$ cat src/rtl/inst_queue_u.sv
// Instruction queue between fetch and decode: a DEPTH-entry circular FIFO of
// {pc, instr} pairs with flush, registered occupancy and no in->out bypass.
module inst_queue_u #(
  parameter int DEPTH = 4
) (
  input  logic                       clk,
  input  logic                       reset,
  input  logic                       in_valid,
  input  logic [31:0]                in_pc,
  input  logic [31:0]                in_instr,
  output logic                       in_ready,
  output logic                       out_valid,
  output logic [31:0]                out_pc,
  output logic [31:0]                out_instr,
  input  logic                       out_ready,
  input  logic                       flush,
  output logic [$clog2(DEPTH)+1-1:0] count
);

  localparam int AW = (DEPTH > 1) ? $clog2(DEPTH) : 1;
  localparam int CW = $clog2(DEPTH) + 1;

  logic [AW-1:0] wr_ptr_q, wr_ptr_d;
  logic [AW-1:0] rd_ptr_q, rd_ptr_d;
  logic [CW-1:0] count_q, count_d;
  logic [63:0]   mem_q [DEPTH];
  logic          push, pop;

  // Ready and valid derive only from registered occupancy, so a full queue
  // never accepts a push even when decode is popping in the same cycle.
  assign in_ready  = (count_q < CW'(DEPTH));
  assign out_valid = (count_q != '0);
  assign count     = count_q;

  // Gating with reset keeps the storage untouched on an edge seen while reset is low.
  assign push = in_valid & in_ready & ~flush & reset;
  assign pop  = out_valid & out_ready & ~flush & reset;

  assign out_pc    = out_valid ? mem_q[rd_ptr_q][63:32] : 32'h0;
  assign out_instr = out_valid ? mem_q[rd_ptr_q][31:0]  : 32'h0;

  // DEPTH is a power of two, so the pointers wrap naturally at AW bits.
  always_comb begin
    wr_ptr_d = wr_ptr_q;
    rd_ptr_d = rd_ptr_q;
    count_d  = count_q;
    if (flush) begin
      wr_ptr_d = '0;
      rd_ptr_d = '0;
      count_d  = '0;
    end else begin
      if (push) wr_ptr_d = wr_ptr_q + AW'(1);
      if (pop)  rd_ptr_d = rd_ptr_q + AW'(1);
      if (push && !pop)      count_d = count_q + CW'(1);
      else if (pop && !push) count_d = count_q - CW'(1);
    end
  end

  always_ff @(posedge clk or negedge reset) begin
    if (!reset) begin
      wr_ptr_q <= '0;
      rd_ptr_q <= '0;
      count_q  <= '0;
    end else begin
      wr_ptr_q <= wr_ptr_d;
      rd_ptr_q <= rd_ptr_d;
      count_q  <= count_d;
    end
  end

  // Storage is never cleared; pointers and count alone define which entries are live.
  always_ff @(posedge clk) begin
    if (push) mem_q[wr_ptr_q] <= {in_pc, in_instr};
  end

endmodule

$ cat config.mk
export PLATFORM = sky130hd
export DESIGN_NAME = inst_queue_u
export DESIGN_NICKNAME = d
export VERILOG_FILES = /design/src/rtl/inst_queue_u.sv
export SDC_FILE = /design/constraint.sdc
export NUM_CORES = 1
export LEC_CHECK = 0
export CORE_MARGIN = 2
export CORE_UTILIZATION = 45
export CTS_BUF_LIST = sky130_fd_sc_hd__clkbuf_2
export DETAILED_ROUTE_END_ITERATION = 10
export DONT_BUFFER_PORTS = 1
export MAX_ROUTING_LAYER = met4
export SETUP_SLACK_MARGIN = 0.05
export SYNTH_ARGS = -nofsm -noshare
export SYNTH_HDL_FRONTEND = slang
export SYNTH_SLANG_ARGS = --single-unit
$ cat constraint.sdc
create_clock -name clk -period 2.62 [get_ports clk]
set_input_delay 0.524 -clock clk [delete_from_list [all_inputs] [get_ports clk]]
set_output_delay 0.524 -clock clk [all_outputs]
set_load 0.01 [all_outputs]
# == Word level (Yosys, flattened, before mapping) ==
# Memories as Yosys holds them, arrays and structs flattened.
# Index checks and enable logic that the tools add are counted.
# op_classes
add_sub_neg,4
mux,11
order_cmp,1
bitwise_logic,7
n_reduce_logical,8
# ops
operator,n
$mux 32,2
$mux 3,3
$mux 2,4
$and 1x1->1,6
$reduce_bool 3->1,2
$add 2x1->2 const B,2
$reduce_bool 2->1,2
$add 3x1->3 const B,1
$lt 3x3->1 const B,1
$sub 3x1->3 const B,1
$logic_and 1x1->1,2
$logic_not 1->1,2
$mux 1,2
$not 1->1,1
# word_totals
ramBits,256
n_memories,1
ff_bits,7
# mem_list
memory,words,word_bits,read_ports,rd_clocked_by_memory_dff,write_ports,line_no,text
mem_q,4,64,1,0,1,26,logic [63:0] mem_q [DEPTH];

# == Longest topological paths before layout ==
# Gate-level depths: netlist of run 1.
# logic_depth
ltp_word,9
depth_mapped,8
depth_no_buf,7

# == Worst setup path before layout of run 1 ==
# Ideal clock, no wire load.
# synth_path
kind,input to register
startpoint,input port reset
endpoint,"memory mem_q[1][0], enable pin"
setup_ns,0.429
setup_slack_ns,-0.211
n_path_buf,0
arrival_ns,2.402
stages,3
cell_sequence,nand2_1 -> nor3_1 -> and2_1
# synth_via
elab_chain_len,3
# synth_rtl
item,line_no,text
from (decl),7,"input logic reset,"
$and 1x1->1,36,assign push = in_valid & in_ready & ~flush & reset;
$mux 1,73,"if (push) mem_q[wr_ptr_q] <= {in_pc, in_instr};"
$mux 1 (not written as such),73,
to (decl),26,
# No other way between the ends.

# == Worst setup path in the final report of run 1 ==
# layout_path
startpoint,register rd_ptr_q[0]
endpoint,output port out_pc[18]
# layout_via
elab_chain_len,2
# layout_rtl
item,line_no,text
from (decl),24,"logic [AW-1:0] rd_ptr_q, rd_ptr_d;"
from (signal assigned),66,rd_ptr_q <= rd_ptr_d;
$mem_v2 4x64,-,
$mux 32,39,assign out_pc = out_valid ? mem_q[rd_ptr_q][63:32] : 32'h0;
to (decl),13,"output logic [31:0] out_pc,"
# No other way between the ends.

==> results of run 1 <==
[sequential cells by signal, summed over array words and instances, names as in the netlist]
signal	flops
count	3
mem_q	256
rd_ptr_q	2
wr_ptr_q	2
[metrics by stage]
step / TNS, ps / cell area (µm²) / total power [mW]
floorplan: 0 / 10150 / 5.519
global placement: 0 / 10610 / 5.747
detailed placement: 0 / 10610 / 5.769
CTS: -14710 / 12070 / 8.758
global route: -14970 / 12320 / 9.235
finish: -6753 / 12320 / 8.806
[tightest hold or removal path: stages]
cell,delay [ps]
sky130_fd_sc_hd__nand2_1,140
sky130_fd_sc_hd__nor2_1,90
sky130_fd_sc_hd__nand2_1,70
sky130_fd_sc_hd__a21oi_1,50
[final cells by class]
class,count,area (µm²)
Tap cell,280,350.3
Multi-Input combinational cell,172,2301
Clock buffer,94,470.5
Clock inverter,16,88.84
Sequential cell,263,7874
Timing Repair Buffer,97,1211
Antenna cell,1,2.502
Inverter,5,18.77
Fill cell,1717,9642
[path summary, 6_finish.rpt]
path / end / startpoint / slack [ps] / depth (start not counted)
worst max-delay path: out_pc[18] / rd_ptr_q[0]$_DFFE_PN0P_ / -130 / 4
worst min-delay path: wr_ptr_q[1]$_DFFE_PN0P_ / in_valid / 150 / 4
worst max register to register: count[2]$_DFFE_PN0P_ / count[2]$_DFFE_PN0P_ / 150 / 8
worst min register to register: wr_ptr_q[1]$_DFFE_PN0P_ / wr_ptr_q[1]$_DFFE_PN0P_ / 610 / 2
max in group asynchronous: rd_ptr_q[0]$_DFFE_PN0P_ / reset / 1930 / 2
min in group asynchronous: wr_ptr_q[1]$_DFFE_PN0P_ / reset / 390 / 2
[where the power goes]
| part | leakage (nW) | switching [mW] | total, mW | internal (mW) |
|---|---|---|---|---|
| Sequential | 2.40 | 0.0382 | 4.73 | 4.69 |
| Clock | 0.444 | 1.51 | 2.56 | 1.05 |
| Combinational | 1.27 | 0.728 | 1.51 | 0.785 |
| Total | 4.12 | 2.27 | 8.81 | 6.53 |
[repair_timing]
item                                    4_1_cts  5_1_grt
cloned                                        2        5
setup buffers                                 5        0
hold buffers                                 68        1
pin swaps                                     9       15
endpoints found under the setup margin       65       66
gates resized for setup                      46       41
endpoints found under the hold margin       270        7
[synth_stat cells]
| library cell | n | share of area (%) |
|---|---|---|
| sky130_fd_sc_hd__clkbuf_1 | 8 | 0.30 |
| sky130_fd_sc_hd__o21a_1 | 1 | 0.074 |
| sky130_fd_sc_hd__o21ai_0 | 2 | 0.099 |
| sky130_fd_sc_hd__nand3_1 | 1 | 0.049 |
| sky130_fd_sc_hd__nand4_1 | 1 | 0.062 |
| sky130_fd_sc_hd__inv_1 | 5 | 0.19 |
| sky130_fd_sc_hd__o22a_1 | 1 | 0.086 |
| sky130_fd_sc_hd__mux4_2 | 64 | 14 |
| sky130_fd_sc_hd__mux2_2 | 2 | 0.22 |
| sky130_fd_sc_hd__xnor2_1 | 2 | 0.17 |
| sky130_fd_sc_hd__nor2_1 | 12 | 0.44 |
| sky130_fd_sc_hd__a21oi_1 | 4 | 0.20 |
| sky130_fd_sc_hd__edfxtp_1 | 256 | 76 |
| sky130_fd_sc_hd__fa_1 | 1 | 0.20 |
| sky130_fd_sc_hd__ha_1 | 4 | 0.49 |
| sky130_fd_sc_hd__buf_2 | 9 | 0.44 |
| sky130_fd_sc_hd__xor2_1 | 1 | 0.086 |
| sky130_fd_sc_hd__and2_1 | 68 | 4.2 |
| sky130_fd_sc_hd__or3_1 | 1 | 0.062 |
| sky130_fd_sc_hd__dfrtp_1 | 7 | 1.7 |
| sky130_fd_sc_hd__nand2_1 | 4 | 0.15 |
| sky130_fd_sc_hd__nor4_1 | 1 | 0.062 |
| sky130_fd_sc_hd__clkbuf_2 | 1 | 0.049 |
| sky130_fd_sc_hd__o22ai_1 | 1 | 0.062 |
| sky130_fd_sc_hd__nor3_1 | 1 | 0.049 |
| sky130_fd_sc_hd__buf_6 | 5 | 0.55 |
[per-layer routing]
layer	vias to the layer above	global-route usage (%)	share of wire (%)
met4	0	7.254	1.7
met2	145	29.53	53
li1	2192	-	-
met3	32	5.271	5.8
met5	-	-	0
met1	2587	20.52	40
[cells by family (layout without fill, tap and decap cells)]
family / Yosys count / count (layout) / synth area share (%)
adder cells (fa/ha/maj): 5 / 5 / 0.6907
XOR/XNOR: 3 / 3 / 0.2591
flip-flops: 263 / 263 / 77.50
buffers and inverters: 28 / 212 / 1.529
multiplexers: 66 / 66 / 14.43
AND/OR/NAND/NOR: 89 / 89 / 5.069
other: 0 / 1 / 0
AO/OA/AOI/OAI: 9 / 9 / 0.5181
[placed cells by master (no fill, tap or decap), drive strengths merged]
cell type and n:
o22ai 1, o21a 1, or3 1, dfrtp 7, fa 1, diode 1, dlymetal6s4s 1, bufinv 1
inv 9, and2 68, mux4 64, ha 4, mux2 2, nand4 1, clkinv 11, nor2 12
o22a 1, dlygate4sd3 68, a21oi 4, edfxtp 256, clkbuf 99, buf 23, nor4 1, o21ai 2
nand3 1, nand2 4, xor2 1, nor3 1, xnor2 2
==> results.sh, run 1 <==
export IMPL_drc=0
export IMPL_place_detailed_hpwl_mm=10.46
export IMPL_numClockSinks=263
export IMPL_grt_start_max_net_pins=65
export IMPL_slowest_stage_cell_on_the_critical_path="sky130_fd_sc_hd__mux4_2"
export IMPL_dr_first_iter_drc_count=304
export IMPL_insertion_delay_ps=770
export IMPL_drive_above_1_share_pct=41.42
export IMPL_floorplan_initialDensity_pct=46.20
export IMPL_cts_max_level=3
export IMPL_grtUsageTotal_pct=17.84
export IMPL_vdd_ir_drop_max_mv=0.3480
export IMPL_run_status="finished with violations"
export IMPL_criticalPathCategory="flip-flop to primary output"
export IMPL_nets=681
export IMPL_first_pass_iters=4
export IMPL_critical_path_arrival_ps=2230
export IMPL_max_freq_mhz=363.5
export IMPL_antenna_violations_before_repair=1
export IMPL_pre_cts_slack_ps=456.4
export IMPL_mappedNetlistArea_um2=10140
export IMPL_synth_distinct_cells=26
export IMPL_tritoncts_clock_tree="yes"
export IMPL_worst_path_largest_cell_delay_ps=490
export IMPL_buffer_ports_inserted=0
export IMPL_timing_hold_worst_class="input pin to flip-flop"
export IMPL_route_detailed_wl_per_inst_um=22.06
export IMPL_critical_path_max_fanout=6
export IMPL_finalSetupViolations=64
export IMPL_final_critical_path_setup_slack_ps=-131.4
export IMPL_clock_tree_root_cell="sky130_fd_sc_hd__clkbuf_2"
export IMPL_first_pass_grt_wire_length_mm=30.39
export IMPL_routed_wirelength_mm=20.47
export IMPL_core_area_um2=21960
export IMPL_cellLeakagePower_nw=4.115
export IMPL_rsz0062_at_grt="true"
export IMPL_timing_critical_path_from_type="flip-flop"
export IMPL_area_growth_synth_to_final_pct=21.41
export IMPL_post_place_cells=736
export IMPL_drtAntennaViolNets=0
export IMPL_finalHoldWorstSlack_ps=147.6
export IMPL_boundaryPins=138
export IMPL_die_width_um=154.1
export IMPL_synthesis_yosys_warnings=0
export IMPL_synth_ff_latch_count=263
export IMPL_timing_max_slew_rel_slack_pct=69.04
export IMPL_fp_dieH_um=154.1
export IMPL_cp_cell_sequence="buf_12, clkbuf_16, mux4_2, and2_4"
export IMPL_cellPowerDensity_nw_per_um2=714.9
export IMPL_cts_made_buffers=68
export IMPL_final_hold_viol_count=0
export IMPL_via_count_of_the_first_global_routing_pass=5486
export IMPL_clk_path_buf_depth=3
export IMPL_critPathTopFamily="multiplexers"
export IMPL_final_max_slew_violation_count=0
export IMPL_cts_clk_slew_worst_paths_ps=110
export IMPL_syn_mean_instance_area_um2=21.91
export IMPL_worstMarginPinSlew_ps=464.4
export IMPL_synth_yosys_seq_area_share_pct=77.50
export IMPL_post_syn_nets=537
export IMPL_violations="setup timing"
export IMPL_vias_per_cell=5.341
export IMPL_global_placement_routability_congestion=0.6713
export IMPL_row_count=54
export IMPL_max_cap_violations=0
export IMPL_worst_endpoint_required_ps=2100
export IMPL_fraction_of_the_cycle_the_final_worst_path_needs_pct=105.0
export IMPL_postLayoutCoreUtil_pct=56.09
export IMPL_timing_critical_path_to_type="primary output"
export IMPL_design_die_area_um2=23760
export IMPL_grt_overflow=0
export IMPL_final_cell_count_no_fill=928
export IMPL_finalCriticalPeriod_ps=2751
export IMPL_synthesis_instances=463
export IMPL_critical_path_n_buffers_inverters=2
export IMPL_fin_worst_skew_ps=65.34
export IMPL_detailroute_via_count=4956
No activity file was read; power rests on OpenSTA's default activity.
==> inputs of run 2 (changes only) <==
==> constraint.sdc (replaced) <==
create_clock -name clk -period 2.5 [get_ports clk]
set_input_delay 0.5 -clock clk [delete_from_list [all_inputs] [get_ports clk]]
set_output_delay 0.5 -clock clk [all_outputs]
set_load 0.01 [all_outputs]
==> results.sh, run 2 (synthesis gave the netlist of run 1 again) <==
export IMPL_tns_ps=-10730
export IMPL_slowest_stage_cell_on_the_critical_path="sky130_fd_sc_hd__mux4_2"
export IMPL_antenna_violations_before_repair=1
export IMPL_switching_power_mw=2.379
export IMPL_vias_per_cell=5.456
export IMPL_buffer_ports_inserted=0
export IMPL_critical_path_max_fanout=6
export IMPL_place_detailed_hpwl_mm=10.78
export IMPL_timing_hold_worst_start="reset"
export IMPL_max_freq_mhz=367.5
export IMPL_fraction_of_the_cycle_the_final_worst_path_needs_pct=108.8
export IMPL_grtUsageTotal_pct=18.44
export IMPL_pre_cts_slack_ps=328.2
export IMPL_finalCriticalPeriod_ps=2721
export IMPL_grt_overflow=0
export IMPL_area_growth_synth_to_final_pct=21.97
export IMPL_insertion_delay_ps=760
export IMPL_power_switching_fraction_pct=25.98
export IMPL_violations="setup timing"
export IMPL_nets=682
export IMPL_critical_path_n_buffers_inverters=2
export IMPL_first_pass_grt_wire_length_mm=31.50
export IMPL_core_area_um2=21960
export IMPL_critical_path_arrival_ps=2220
export IMPL_route_detailed_wl_per_inst_um=23.10
export IMPL_final_critical_path_setup_slack_ps=-221.1
export IMPL_comb_power_share_pct=17.4
export IMPL_internal_power_mw=6.779
export IMPL_tritoncts_clock_tree="yes"
export IMPL_reg2reg_from="count[1]$_DFFE_PN0P_"
export IMPL_finalSetupViolations=64
export IMPL_boundaryPins=138
export IMPL_dr_first_iter_drc_count=302
export IMPL_fin_worst_skew_ps=48.39
export IMPL_design_die_area_um2=23760
export IMPL_timing_critical_path_to_type="primary output"
export IMPL_worstReg2RegEnd="count[2]$_DFFE_PN0P_"
export IMPL_floorplan_initialDensity_pct=46.20
export IMPL_final_cell_mix="sky130_fd_sc_hd__edfxtp_1 (256), sky130_fd_sc_hd__clkbuf_2 (90), sky130_fd_sc_hd__dlygate4sd3_1 (68), sky130_fd_sc_hd__mux4_2 (64), sky130_fd_sc_hd__and2_4 (61)"
export IMPL_worstMarginPinSlew_ps=438.8
export IMPL_fillCellCount=1676
export IMPL_critPathTopFamily="multiplexers"
export IMPL_rsz0062_at_grt="true"
export IMPL_grt_start_max_net_pins=34
export IMPL_largest_register_ffs=256
export IMPL_clk_path_buf_depth=3
export IMPL_min_path_cells=4
export IMPL_cellPowerDensity_nw_per_um2=740.1
export IMPL_reg2regPathDepth=8
export IMPL_worst_path_largest_cell_delay_ps=530
export IMPL_numClockSinks=263
export IMPL_timing_max_slew_rel_slack_pct=70.52
export IMPL_final_max_slew_violation_count=0
export IMPL_largest_register="mem_q"
export IMPL_drive_above_1_share_pct=40.65
export IMPL_drtAntennaViolNets=0
export IMPL_run_status="finished with violations"
export IMPL_final_hold_viol_count=0
export IMPL_power_sequential_fraction_pct=54.1
export IMPL_r2r_slack_ps=120
export IMPL_first_pass_iters=4
export IMPL_timing_critical_path_from_type="flip-flop"
export IMPL_via_count_of_the_first_global_routing_pass=5519
export IMPL_fp_dieH_um=154.1
export IMPL_die_width_um=154.1
export IMPL_final_common_cell="sky130_fd_sc_hd__edfxtp_1"
export IMPL_cp_cell_sequence="buf_12, buf_16, mux4_2, and2_4"
export IMPL_cts_clk_slew_worst_paths_ps=90
export IMPL_worst_hold_path_endpoint="rd_ptr_q[0]$_DFFE_PN0P_"
export IMPL_vdd_ir_drop_max_mv=0.4709
export IMPL_max_cap_violations=0
export IMPL_detailroute_via_count=5036
export IMPL_timing_hold_worst_class="input pin to flip-flop"
export IMPL_row_count=54
export IMPL_global_placement_routability_congestion=0.6742
export IMPL_routed_wirelength_mm=21.32
export IMPL_cts_max_level=3
export IMPL_criticalPathCategory="flip-flop to primary output"
export IMPL_worst_endpoint_required_ps=2000
export IMPL_cts_made_buffers=66
export IMPL_power_frac_clock_pct=28.5
export IMPL_drc=0
export IMPL_cellLeakagePower_nw=4.105
export IMPL_clock_tree_root_cell="sky130_fd_sc_hd__clkbuf_2"
==> run 2: cell count changes in the layout (fill, tap and decap cells not counted), moves of 2 or more <==
cell                       previous run  this run
sky130_fd_sc_hd__and2_1               2         7
sky130_fd_sc_hd__and2_4              66        61
sky130_fd_sc_hd__clkbuf_2            94        90
sky130_fd_sc_hd__buf_12              10        13
sky130_fd_sc_hd__buf_16               4         6
sky130_fd_sc_hd__buf_4                6         4
sky130_fd_sc_hd__clkinv_1             9         7
==> run 2: worst min-delay path: stages <==
cell	delay [ps]
sky130_fd_sc_hd__nand2_1	80
sky130_fd_sc_hd__a21oi_2	60
sky130_fd_sc_hd__xnor2_1	130
sky130_fd_sc_hd__nor2_1	40
==> run 2: routing by layer <==
layer | wire (µm) | global-route usage, % | part of all wire (%) | vias up
met2 | 10910 | 29.28 | 51 | 185
met1 | 8552 | 23.01 | 40 | 2627
met4 | 274 | 5.830 | 1.3 | 0
met5 | 0 | - | 0 | -
met3 | 1584 | 5.609 | 7.4 | 28
li1 | - | - | - | 2196
==> run 2: power groups by stage <==
| stage | registers [mW] | clock network [mW] | logic (mW) |
|---|---|---|---|
| after floorplan | 5.04 | 0 | 0.742 |
| after global placement | 5.07 | 0 | 0.921 |
| after detailed placement | 5.07 | 0 | 0.936 |
| after CTS | 4.96 | 2.73 | 1.46 |
| after global routing | 4.97 | 2.95 | 1.70 |
| final | 4.96 | 2.61 | 1.59 |
==> run 2: worst max path at each step <==
stage,from,end,slack (ps),cells past startpoint
detailed placement,rd_ptr_q[0]$_DFFE_PN0P_,out_instr[1],330,3
CTS,rd_ptr_q[0]$_DFFE_PN0P_,out_pc[10],-320,4
finish,rd_ptr_q[0]$_DFFE_PN0P_,out_instr[1],-220,4
global placement,rd_ptr_q[0]$_DFFE_PN0P_,out_instr[1],340,3
global route,rd_ptr_q[0]$_DFFE_PN0P_,out_instr[1],-350,4
floorplan,reset,mem_q[0][0]$_DFFE_PP_,390,3
==> run 2: area by class of cell <==
type	count	area, µm²	share of cell area [%]
antenna	1	2.502	0.02022
clock buffer	89	445.4	3.600
clock inverter	13	80.08	0.6472
inverter	5	18.77	0.1517
multi-input combinational	172	2288	18.50
sequential	263	7874	63.64
tap	280	350.3	2.831
timing repair buffer	100	1314	10.62
==> run 2: timing repair <==
item                                    in CTS  in global routing
hold endpoints to repair                   270                  0
resized for setup                           50                 23
setup buffers                                5                  2
pin swaps                                   12                 16
gates cloned                                 4                  6
hold buffers                                68                  0
endpoints found under the setup margin      65                 66
==> run 2: stage by stage <==
step / util [%] / area, µm² / instances / hold slack (ps) / power, mW
5_1_grt: 56.35 / 12370 / 923 / 29.59 / 9.616
4_1_cts: 55.33 / 12150 / 914 / 22.77 / 9.142
3_3_place_gp: 48.51 / 10650 / 735 / 204.7 / 5.987
3_5_place_dp: 48.51 / 10650 / 735 / 204.7 / 6.009
2_1_floorplan: - / 10150 / 463 / 204.4 / 5.784
6_report: 56.35 / 12370 / 923 / 115.1 / 9.157
==> inputs of run 3 (changes only) <==
--- a/config.mk
+++ b/config.mk
@@ -10,6 +10,7 @@
 export CTS_BUF_LIST = sky130_fd_sc_hd__clkbuf_2
 export DETAILED_ROUTE_END_ITERATION = 10
 export DONT_BUFFER_PORTS = 1
+export GPL_ROUTABILITY_DRIVEN = 0
 export MAX_ROUTING_LAYER = met4
 export SETUP_SLACK_MARGIN = 0.05
 export SYNTH_ARGS = -nofsm -noshare
==> results of run 3 <==
The final DEF is identical to that of run 2; final timing and power are the same.
